### src/rtl/fifo_burst_reader.sv
// fifo_burst_reader
//   Read-side controller for a show-ahead sync_fifo. A request (i_start, i_len)
//   drains exactly i_len words from the FIFO and presents them on a valid/ready
//   stream, with o_last on the final word. A 2-entry output buffer allows one pop
//   per cycle at full throughput. o_fifo_pop is computed only from registers,
//   i_fifo_not_empty and the abort override, so it does not depend on i_ready.
//
// Ports
//   i_clk, i_rst            clock, asynchronous active-high reset
//   i_start, i_len          burst request and length (sampled in IDLE only)
//   i_abort                 terminate burst, discard buffered words, no o_done
//   o_busy, o_done          busy in RUN/DRAIN; one-cycle pulse after burst ends
//   i_fifo_rdata            FIFO head word (show-ahead)
//   i_fifo_not_empty        FIFO holds at least one word
//   o_fifo_pop              FIFO pop; i_fifo_rdata is captured in the same cycle
//   o_data, o_valid, o_last stream output (head of the output buffer)
//   i_ready                 stream ready
module fifo_burst_reader #(
   parameter int unsigned WIDTH = 16,
   parameter int unsigned LEN_W = 8
) (
   input  logic             i_clk,
   input  logic             i_rst,
   input  logic             i_start,
   input  logic [LEN_W-1:0] i_len,
   input  logic             i_abort,
   output logic             o_busy,
   output logic             o_done,
   input  logic [WIDTH-1:0] i_fifo_rdata,
   input  logic             i_fifo_not_empty,
   output logic             o_fifo_pop,
   output logic [WIDTH-1:0] o_data,
   output logic             o_valid,
   input  logic             i_ready,
   output logic             o_last
);

   typedef enum logic [1:0] {StIdle, StRun, StDrain} state_e;

   state_e           state_q, state_d;
   logic [LEN_W-1:0] pops_left_q, pops_left_d;
   logic [1:0]       buf_cnt_q, buf_cnt_d;
   logic [WIDTH-1:0] hd_data_q, hd_data_d;
   logic [WIDTH-1:0] tl_data_q, tl_data_d;
   logic             hd_last_q, hd_last_d;
   logic             tl_last_q, tl_last_d;
   logic             done_q, done_d;

   logic             abort_act;
   logic             pop_ok;
   logic             xfer;
   logic             wr_sel;

   // Abort only acts while a burst is in progress.
   assign abort_act  = i_abort && (state_q != StIdle);
   assign pop_ok     = (state_q == StRun) && i_fifo_not_empty &&
                       (pops_left_q != '0) && (buf_cnt_q != 2'd2);
   assign o_fifo_pop = pop_ok && !abort_act;

   assign o_valid = (buf_cnt_q != 2'd0);
   assign o_data  = hd_data_q;
   assign o_last  = o_valid && hd_last_q;
   assign o_busy  = (state_q != StIdle);
   assign o_done  = done_q;
   assign xfer    = o_valid && i_ready;

   // Slot written by a pop after any same-cycle shift: cnt0 -> head,
   // cnt1 -> tail (head if the head leaves), cnt2 with transfer -> tail.
   assign wr_sel = buf_cnt_q[0] ^ xfer;

   always_comb begin
      state_d     = state_q;
      pops_left_d = pops_left_q;
      buf_cnt_d   = buf_cnt_q;
      hd_data_d   = hd_data_q;
      tl_data_d   = tl_data_q;
      hd_last_d   = hd_last_q;
      tl_last_d   = tl_last_q;
      done_d      = 1'b0;

      // Output buffer: shift on transfer, then write the popped word.
      if (xfer) begin
         hd_data_d = tl_data_q;
         hd_last_d = tl_last_q;
      end
      if (o_fifo_pop) begin
         pops_left_d = pops_left_q - LEN_W'(1);
         if (wr_sel) begin
            tl_data_d = i_fifo_rdata;
            tl_last_d = (pops_left_q == LEN_W'(1));
         end else begin
            hd_data_d = i_fifo_rdata;
            hd_last_d = (pops_left_q == LEN_W'(1));
         end
      end
      buf_cnt_d = buf_cnt_q + {1'b0, o_fifo_pop} - {1'b0, xfer};

      case (state_q)
         StIdle: begin
            if (i_start) begin
               if (i_len != '0) begin
                  state_d     = StRun;
                  pops_left_d = i_len;
               end else begin
                  done_d = 1'b1;
               end
            end
         end
         StRun: begin
            // The last word can leave while still in RUN at full throughput.
            if (xfer && o_last) begin
               state_d = StIdle;
               done_d  = 1'b1;
            end else if (pops_left_q == '0) begin
               state_d = StDrain;
            end
         end
         StDrain: begin
            if (xfer && o_last) begin
               state_d = StIdle;
               done_d  = 1'b1;
            end
         end
         default: state_d = StIdle;
      endcase

      if (abort_act) begin
         state_d     = StIdle;
         pops_left_d = '0;
         buf_cnt_d   = 2'd0;
         done_d      = 1'b0;
      end
   end

   always_ff @(posedge i_clk or posedge i_rst) begin
      if (i_rst) begin
         state_q     <= StIdle;
         pops_left_q <= '0;
         buf_cnt_q   <= 2'd0;
         hd_data_q   <= '0;
         tl_data_q   <= '0;
         hd_last_q   <= 1'b0;
         tl_last_q   <= 1'b0;
         done_q      <= 1'b0;
      end else begin
         state_q     <= state_d;
         pops_left_q <= pops_left_d;
         buf_cnt_q   <= buf_cnt_d;
         hd_data_q   <= hd_data_d;
         tl_data_q   <= tl_data_d;
         hd_last_q   <= hd_last_d;
         tl_last_q   <= tl_last_d;
         done_q      <= done_d;
      end
   end

endmodule

### config.mk
export PLATFORM = sky130hd
export DESIGN_NAME = fifo_burst_reader
export DESIGN_NICKNAME = d
export VERILOG_FILES = /design/src/rtl/fifo_burst_reader.sv
export SDC_FILE = /design/constraint.sdc
export NUM_CORES = 1
export LEC_CHECK = 0
export ABC_AREA = 1
export ABC_CLOCK_PERIOD_IN_PS = 4150
export CAP_MARGIN = 40
export CORE_MARGIN = 1.5
export CORE_UTILIZATION = 55
export DETAILED_ROUTE_END_ITERATION = 10
export PLACE_DENSITY_LB_ADDON = 0.15
export SETUP_SLACK_MARGIN = 0.1
export SYNTH_ARGS = -nofsm -noshare
export SYNTH_HDL_FRONTEND = slang
export SYNTH_SLANG_ARGS = --single-unit
### constraint.sdc
create_clock -name i_clk -period 4.15 [get_ports i_clk]
set_input_delay 1.245 -clock i_clk [delete_from_list [all_inputs] [get_ports i_clk]]
set_output_delay 1.245 -clock i_clk [all_outputs]
set_load 0.05 [all_outputs]
Word-level counts from Yosys, hierarchy flattened
Cells that the tools add are included.
Cells by class
  $add $sub $neg: 3
  equal/unequal tests: 8
  muxes and demuxes: 24
  bitwise gates (word level): 1
  reduce and logical (&&, ||, !) cells: 18
Operators with widths (number)
  16-bit two-way mux: 3
  8-bit two-way mux: 5
  8-bit nonzero test: 2
  2-bit two-way mux: 7
  3-bit != test (second input constant): 3
  8-bit by 1-bit equality test with 1-bit output (second input constant): 1
  1-bit logical AND: 8
  8-bit zero test: 1
  8-bit by 1-bit subtractor with 8-bit output (second input constant): 1
  1-bit two-way mux: 7
  2-bit one-hot mux with 3 select lines: 1
  4-bit by 2-bit != test with 1-bit output (second input constant): 1
  4-bit AND reduction: 1
  2-bit nonzero test: 2
  2-bit by 1-bit adder with 2-bit output: 1
  2-bit by 1-bit equality test with 1-bit output (second input constant): 1
  2-bit equality test (second input constant): 1
  2-bit zero test: 1
  2-bit != test (second input constant): 1
  1-bit one-hot mux with 2 select lines: 1
  2-bit AND reduction: 1
  2-bit OR reduction: 1
  2-bit by 1-bit subtractor with 2-bit output: 1
  1-bit zero test: 1
  1-bit XOR: 1
Word-level totals
  bits in registers: 47
  input bits: 30
  output and inout port bits: 21
  logic and storage cells: 62

Longest topological paths before layout
  depth after elaboration: 10
  mapped depth: 14
  depth with buffers taken out: 11

Least setup slack after synthesis
No wires, ideal clock.
  path type: input -> output
  from: input port i_fifo_not_empty
  to: output port o_fifo_pop
  arrival time: 1977 ps
  required time: 2905 ps
  path slack: 928 ps
  cell stages on the path: 4
  buffers on the path: 1
  cells stage by stage: a21boi_1 -> nand3_2 -> nor2_4 -> buf_4
On the way
  word-level cells in the longest chain between the ends: 4
RTL lines
  from (decl): RTL line 30  | input logic i_fifo_not_empty,
  1-bit logical AND (2 in series): RTL line 56  | assign pop_ok = (state_q == StRun) && i_fifo_not_empty &&
  1-bit logical AND: RTL line 57  | (pops_left_q != '0) && (buf_cnt_q != 2'd2);
  1-bit logical AND: RTL line 58  | assign o_fifo_pop = pop_ok && !abort_act;
  to (decl): RTL line 31  | output logic o_fifo_pop,
No other way between the ends.

Final worst setup path
Same ends and word-level chain as after synthesis.

==> metrics.md <==
| Metric | Value |
|---|---|
| Layout Cells excl Fill | `403` |
| # rows | `23` |
| CP arrival | `2.48 ns` |
| Simple-Gate Fraction of Synth Area | `0.2682` |
| Yosys warning total | `0` |
| Routability cong. | `0.8521` |
| RSZ-0062 raised after global routing | `no` |
| DRT iter0 DRCs | `173` |
| Port bufs | `50` |
| Worst setup SP type | `input port` |
| Vias/cell | `5.231` |
| Largest net degree at the start of global routing | `36` |
| Final setup violating endpoints | `0` |
| Worst-path clk slew | `0.09 ns` |
| First-pass GRT wire length | `9.287 mm` |
| H-tree depth | `2` |
| HPWL Detailed | `3.757 mm` |
| CP max stage cell | `clkdlybuf4s50_1` |
| Max Fclk | `268.5 MHz` |
| Post-CTS Setup Bufs | `0` |
| Ports | `51` |
| 1st-pass router iterations | `5` |
| Maxcap violations | `0` |
| Hold buffer count at cts | `0` |
| Compound-gate portion of the synthesized area | `0.1058` |
| Syn_area_per_cell | `7.935 sq um` |
| CTS-repair resized insts | `0` |
| Fin crit period | `3.725 ns` |
| Die X | `69.23 um` |
| Max clock buf depth | `2` |
| Final setup skew | `0.01305 ns` |
| Netlist cell types | `28` |
| Height of the chip | `69.23 um` |
| Commonest non-fill, non-tap cell in the layout | `nand2_1` |
| Drt wl/cell | `13.33 um` |
| GRT Overall Usage | `0.2397` |
| Max Slew Vio Count | `0` |
| Total power | `2.333 mW` |
| CTS sink count | `47` |
| Cells along the critical path | `clkdlybuf4s50_1 > a21boi_1 > nand3_2 > nor2_4 > buf_12` |
| Initial core utilization | `0.5862` |
| Antenna Nets Post-Route | `0` |
| Worst stage delay on the critical path | `0.46 ns` |
| Main combinational cell family by area after synthesis | `simple AND/OR/NAND/NOR gates` |
| Core area | `0.004115 sq mm` |
| Peak supply drop | `464.3 uV` |
| CTS tree | `done` |
| Cts bufs inserted | `5` |
| Die area | `0.004792 sq mm` |
| Worst Setup End Kind | `output port` |
| Final Hold Viols | `0` |
| Period utilisation layout | `0.8975` |
| Worst min path class | `register to register` |
| Root Driver | `clkbuf_8` |
| CP Class | `input port to output port` |
| Seq cells post-synth | `47` |
| Adder-Cell Fraction of Synth Area | `0.04668` |
| Skew-Pair Late Insertion Delay | `0.32 ns` |
| GR Overflow Total | `0` |
| Final setup TNS | `0 ns` |
| Placed cells | `395` |
| Final WL | `5.371 mm` |
| Seq/Total Area, Yosys | `0.4876` |
| Post-Syn Area | `0.002412 sq mm` |
| ANT cells | `0` |
| Pleak | `1.479 nW` |
| P&R area growth vs syn | `26.87%` |
| Post-layout nets | `391` |
| Synth Instances | `304` |
| CP required | `2.90 ns` |
| Relative slew margins | `0.6629` |
| Vias in the first global route | `2036` |
| WP buf/inv | `2` |
| Worst slew pin tran | `0.5041 ns` |
| Share of cells above drive strength 1 | `0.07365` |
| Pwr dens | `762.2 mW/mm^2` |
| Detailed-route DRC error count | `0` |
| Vias | `2108` |
| Top cell family by delay on the critical path | `buffers and inverters` |
| Status | `complete, no violations` |
| Syn Nets | `343` |
| Core Util, Final | `0.7437` |
| Most frequent cells in the layout | `nand2_1, clkdlybuf4s50_1, dfrtp_1, nor2_1, inv_1` |
| XOR/XNOR Fraction of Synth Area | `0.01815` |
| Fillers | `340` |
| Mux cell area share after synthesis | `0` |
| Crit-path max FO | `3` |
| Antenna violations before repair | `0` |
[layer usage]
metal	up-vias	share of wire	global-route usage
met5	-	0	0
met4	0	0.017	0.08279
met3	9	0.062	0.05378
met2	69	0.45	0.3718
met1	974	0.47	0.3333
li1	1056	-	-
[through the flow]
stage	setup WS [ns]	area, sq um	hold slack, ns
after CTS	0.4252	3060	0.4808
after detailed placement	0.4225	2944	0.4583
after global placement	0.4476	2924	0.4543
after global routing	0.3655	3060	0.4960
final	0.4252	3060	0.4772
after floorplan	0.9280	2412	0.4422
[path summary, 6_finish.rpt]
path,end,depth (start not counted),slack [ns],start
worst max-delay path,o_fifo_pop,5,0.43,i_fifo_not_empty
worst min-delay path,tl_data_q[10],2,0.48,tl_data_q[10]
worst max register to register,tl_last_q,11,1.51,state_q[0]
worst min register to register,tl_data_q[10],2,0.48,tl_data_q[10]
max in group asynchronous,pops_left_q[1],3,2.47,i_rst
min in group asynchronous,o_data[7],2,1.19,i_rst
[sequential cells by signal (all words and copies together), names as in the netlist]
name,cells
o_done,1
tl_last_q,1
o_data,16
buf_cnt_q,2
state_q,2
pops_left_q,8
tl_data_q,16
hd_last_q,1
[layout make-up]
| type | instances | area [sq um] | share of cell area |
|---|---|---|---|
| inverter | 27 | 101.3 | 0.03312 |
| multi-input combinational | 218 | 1059 | 0.3459 |
| tap | 50 | 62.56 | 0.02044 |
| sequential | 47 | 1176 | 0.3843 |
| timing repair buffer | 53 | 545.5 | 0.1782 |
| clock buffer | 5 | 68.82 | 0.02249 |
| clock inverter | 3 | 47.55 | 0.01554 |
[synth_stat cells, drive strengths merged]
cell type    n  area share
clkinv       1      0.0016
clkbuf       2      0.0031
nor2        37       0.062
xor2         4       0.015
a31oi       16       0.041
buf         10       0.029
nand4        2      0.0052
dfrtp       47        0.49
a211oi       1      0.0031
or2          2      0.0052
xnor2        1      0.0036
a21oi        8       0.017
inv         26       0.040
nand3       11       0.025
o21ai       20       0.041
ha           9       0.047
a21boi       1      0.0031
nand2      106        0.17
[worst register-to-register path, cell delays in order (launching register included)]
cell and delay (ns):
dfrtp_1 0.42, inv_1 0.10, ha_1 0.21, inv_2 0.07, nand2_1 0.34, inv_2 0.14
nor2_4 0.16, buf_4 0.20, ha_1 0.19, clkinv_1 0.39, nand2_1 0.19, o21ai_0 0.11
[power breakdown]
part	internal, mW	switching (mW)	total [mW]
Clock	0.183	0.170	0.353
Sequential	0.656	0.122	0.778
Combinational	0.414	0.787	1.20
[cells by family after synthesis]
kind of cell / count (synthesis)
xor+xnor: 5
flops: 47
fa+ha+maj: 9
simple gates: 158
buf+inv: 39
compound gates: 46
(Power assumes the default switching activity.)
==> RTL change 1: new RTL, same settings <==
Encoding of `state_e`: now one-hot (3 bits for 3 states).
--- a/src/rtl/fifo_burst_reader.sv
+++ b/src/rtl/fifo_burst_reader.sv
@@ -35,7 +35,7 @@
    output logic             o_last
 );
 
-   typedef enum logic [1:0] {StIdle, StRun, StDrain} state_e;
+   typedef enum logic [2:0] {StIdle = 3'b001, StRun = 3'b010, StDrain = 3'b100} state_e;
 
    state_e           state_q, state_d;
    logic [LEN_W-1:0] pops_left_q, pops_left_d;
Behaviour: no difference found for any inputs over 4 cycles, from zero or initial values and one cycle with i_rst high; so few cycles prove little.
==> RTL change 1 against the unedited design <==
Setup slack better by 0.033 ns. Area after synthesis grew 3.7%. Sequential power grew 3.3%. Final cell count increased by 5.7%. Critical endpoint unchanged. Power up 2.9%. Register-to-register slack better by 0.30 ns. Routed wire length is 3.6% lower. Utilization decreased by 2.6 points. Sequential cell count is 1 higher. Design area up 2.1%.
==> RTL change 1: results (changes against the unedited design) <==
Status: finished clean
Main area contributors after synthesis: dfrtp_1 (47%), nand2_1 (15%), o21ai_0 (10%)
Max VDD drop: 482 uV (+3.8%)
Reg-to-reg critical path startpoint: state_q[0]
Nets: 408 (+4.3%)
Post-synth top cells: nand2_1 (97), o21ai_0 (50), dfrtp_1 (47)
1st-pass router iterations: 4 (-1)
Placement Setup Slack: 0.469 ns (+0.0465 ns)
Post-DP HPWL: 3620 um (-3.8%)
Hold worst-path end: state_q[1]
Top Metal Used: met4
Max-slew headroom: 65.6% (-0.68 points)
Synth Area in Adders: 2.50% (-2.2 points)
Hold path startpoint: state_q[1]
Total GRT Usage: 22.5% (-1.5 points)
Worst r2r path cells: 9 (-2)
Pin count of the biggest net entering global routing: 35 (-2.8%)
Arrival @ worst endpoint: 2.45 ns (-0.03 ns)
Max Clock Skew: 0.00510 ns (-0.00795 ns)
DR iter-0 viols: 114 (-34%)
Routed wl met3: 251 um (-25%)
DR vias/cell: 5.16 (-1.3%)
Sequential share of the synthesized area: 48.1% (-0.68 points)
Met2 WL post-DR: 2590 um (+6.8%)
R2R setup slack: 1.81 ns (+0.30 ns)
Synth Area in Compound Gates: 13.1% (+2.5 points)
Crit path largest cell delay: 0.46 ns (about the same)
P_leak: 1.54 nW (+4.3%)
RD Place Congestion: 0.791 (-7.1%)
Met1 Use GR: 27.4% (-5.9 points)
Synth Area in XOR/XNOR: 2.45% (+0.64 points)
Antenna cells: 0 (unchanged)
Share of cells above drive strength 1: 5.88% (-1.5 points)
Syn_nets: 360 (+5.0%)
Non-filler cells, final: 426 (+5.7%)
Fmax: 271 MHz (+0.89%)
Reg-to-reg endpoint: buf_cnt_q[1]
Wl on met1: 2260 um (-10%)
Placed Cells: 418 (+5.8%)
PostCTS Resize Cnt: 0 (unchanged)
Met3 Use GR: 5.34% (-0.039 points)
Global-route wire length before repair: 8910 um (-4.0%)
GR Util met2: 39.0% (+1.8 points)
Final WL: 5180 um (-3.6%)
Post-synth cell types: 26 (-7.1%)
WHS Path Cells: 2 (unchanged)
Hold_ws: 0.500 ns (+0.0224 ns)
Vias in the first global route: 2083 (+2.3%)
Clk Latency, worst-skew pair: 0.29 ns (-0.03 ns)
Syn avg cell area: 7.70 um^2 (-3.0%)
Dpl cell area: 3050 um^2 (+3.4%)
-- RTL change 1: cell type report --
class                      instances  area, um^2  share of cell area, %
timing repair buffer              56         568                   18.2
multi-input combinational        222        1060                   33.9
sequential                        48        1200                   38.5
clock buffer                       8        80.1                   2.56
inverter                          40         150                   4.80
tap                               52        65.1                   2.08
-- RTL change 1: worst max-delay path by stage --
| stage | end | cells after the start | start |
|---|---|---|---|
| floorplan | o_fifo_pop | 5 | i_fifo_not_empty |
| global placement | o_fifo_pop | 5 | i_fifo_not_empty |
| detailed placement | o_fifo_pop | 5 | i_fifo_not_empty |
| CTS | o_fifo_pop | 5 | i_fifo_not_empty |
| global route | o_fifo_pop | 5 | i_fifo_not_empty |
| finish | o_fifo_pop | 5 | i_fifo_not_empty |
-- RTL change 1: power breakdown --
group	total (mW)	switching (mW)	internal (mW)
clock	0.266	0.146	0.120
combinational	1.33	0.880	0.451
sequential	0.804	0.111	0.692
==> RTL change 2: new RTL, same flow settings <==
Made on the original files. Change the parameter `LEN_W` from 8 to 4.
--- a/src/rtl/fifo_burst_reader.sv
+++ b/src/rtl/fifo_burst_reader.sv
@@ -17,7 +17,7 @@
 //   i_ready                 stream ready
 module fifo_burst_reader #(
    parameter int unsigned WIDTH = 16,
-   parameter int unsigned LEN_W = 8
+   parameter int unsigned LEN_W = 4
 ) (
    input  logic             i_clk,
    input  logic             i_rst,
Ports: changed (resized i_len); port bits go from 51 to 47. The function was not compared with the original's and may differ.
==> RTL change 2 against the unedited design <==
Routed wire length is 19% lower. Sequential cell count is 4 lower. Maximum frequency is 3.9% higher. Design area is 8.5% lower. Synthesized cell count is 11% lower. Setup slack better by 0.14 ns. Non-clock buffer count is 3 lower. Power is 2.8% lower. Clock skew is 0.0059 ns lower. Die area is 9.2% lower. Register-to-register slack better by 0.61 ns. Area after synthesis is 9.6% lower. Utilization is 0.43 points higher. Final cell count is 8.4% lower.
==> RTL change 2: results (changes against the unedited design) <==
Post-DP HPWL: 3180 um (-15%)
Beginning of the critical path: i_abort
Final WL: 4370 um (-19%)
Nets: 354 (-9.5%)
Post-synth cell types: 24 (-14%)
1st-pass router iterations: 4 (-1)
Worst-path maximum fanout: 10 (+7)
Synth Area in XOR/XNOR: 0.804% (-1.0 points)
Share of cells above drive strength 1: 7.48% (+0.11 points)
Met1 Use GR: 29.3% (-4.0 points)
Global-route wire length before repair: 7480 um (-19%)
DR iter-0 viols: 136 (-21%)
Worst r2r path cells: 10 (-1)
Avg WL per Cell: 11.8 um (-11%)
Post-synth top cells: nand2_1 (105), dfrtp_1 (43), inv_1 (29)
Filler cells: 309 (-9.1%)
Max Clock Skew: 0.00716 ns (-0.00588 ns)
Pin count of the biggest net entering global routing: 37 (+2.8%)
Syn_nets: 306 (-11%)
P_leak: 1.39 nW (-6.2%)
Met3 Use GR: 4.77% (-0.61 points)
PortBufs: 46 (-8.0%)
Hold path startpoint: tl_data_q[14]
RD Place Congestion: 0.802 (-5.9%)
GR Util met2: 37.6% (+0.45 points)
Dpl cell area: 2720 um^2 (-7.8%)
Max VDD drop: 437 uV (-6.0%)
Arrival @ worst endpoint: 2.34 ns (-0.14 ns)
Multi-input logic area: 921 um^2 (-13%)
Status: finished clean
Synth Area in Compound Gates: 11.7% (+1.1 points)
Vias in the first global route: 1729 (-15%)
Main area contributors after synthesis: dfrtp_1 (49%), nand2_1 (18%), o21ai_1 (5.1%)
## RTL change 2: cell count changes in the layout (fill, tap and decap cells not counted), sizes merged, moves of 2 or more
cell / unedited run / this run
nand3: 11 / 7
a31oi: 16 / 0
inv: 27 / 35
clkdlybuf4s50: 49 / 45
dfrtp: 47 / 43
or2: 2 / 0
a21oi: 8 / 5
nor2: 37 / 6
xor2: 4 / 0
o21ai: 20 / 43
## RTL change 2: metal layers
layer,up-vias,wire length (um)
met5,-,0
met4,0,48
met3,6,198
met2,44,2140
met1,841,1980
li1,944,-
## RTL change 2: cell type report
cell class	instances	area share [%]
timing repair buffer	50	18.6
inverter	36	4.92
clock buffer	6	2.59
multi-input combinational	184	32.9
clock inverter	2	0.447
sequential	43	38.4
tap	48	2.14
## RTL change 2: path summary, 6_finish.rpt
path	slack [ns]	end
worst max register to register	2.12	buf_cnt_q[1]
min in group asynchronous	1.20	tl_data_q[1]
worst min register to register	0.51	tl_data_q[14]
max in group asynchronous	2.42	tl_data_q[15]
worst max-delay path	0.56	o_fifo_pop
worst min-delay path	0.51	tl_data_q[14]
## RTL change 2: power breakdown
group | leakage [nW] | switching [mW] | internal (mW)
clock | 0.0412 | 0.135 | 0.117
sequential | 0.520 | 0.105 | 0.627
combinational | 0.825 | 0.843 | 0.441
total | 1.39 | 1.08 | 1.19
## RTL change 2: cells by family (layout without fill, tap and decap cells)
| group | Yosys count | count (layout) |
|---|---|---|
| adder cells (fa/ha/maj) | 8 | 8 |
| buffers and inverters | 45 | 94 |
| AND/OR/NAND/NOR | 124 | 124 |
| XOR/XNOR | 2 | 2 |
| flip-flops | 43 | 43 |
| AO/OA/AOI/OAI | 50 | 50 |
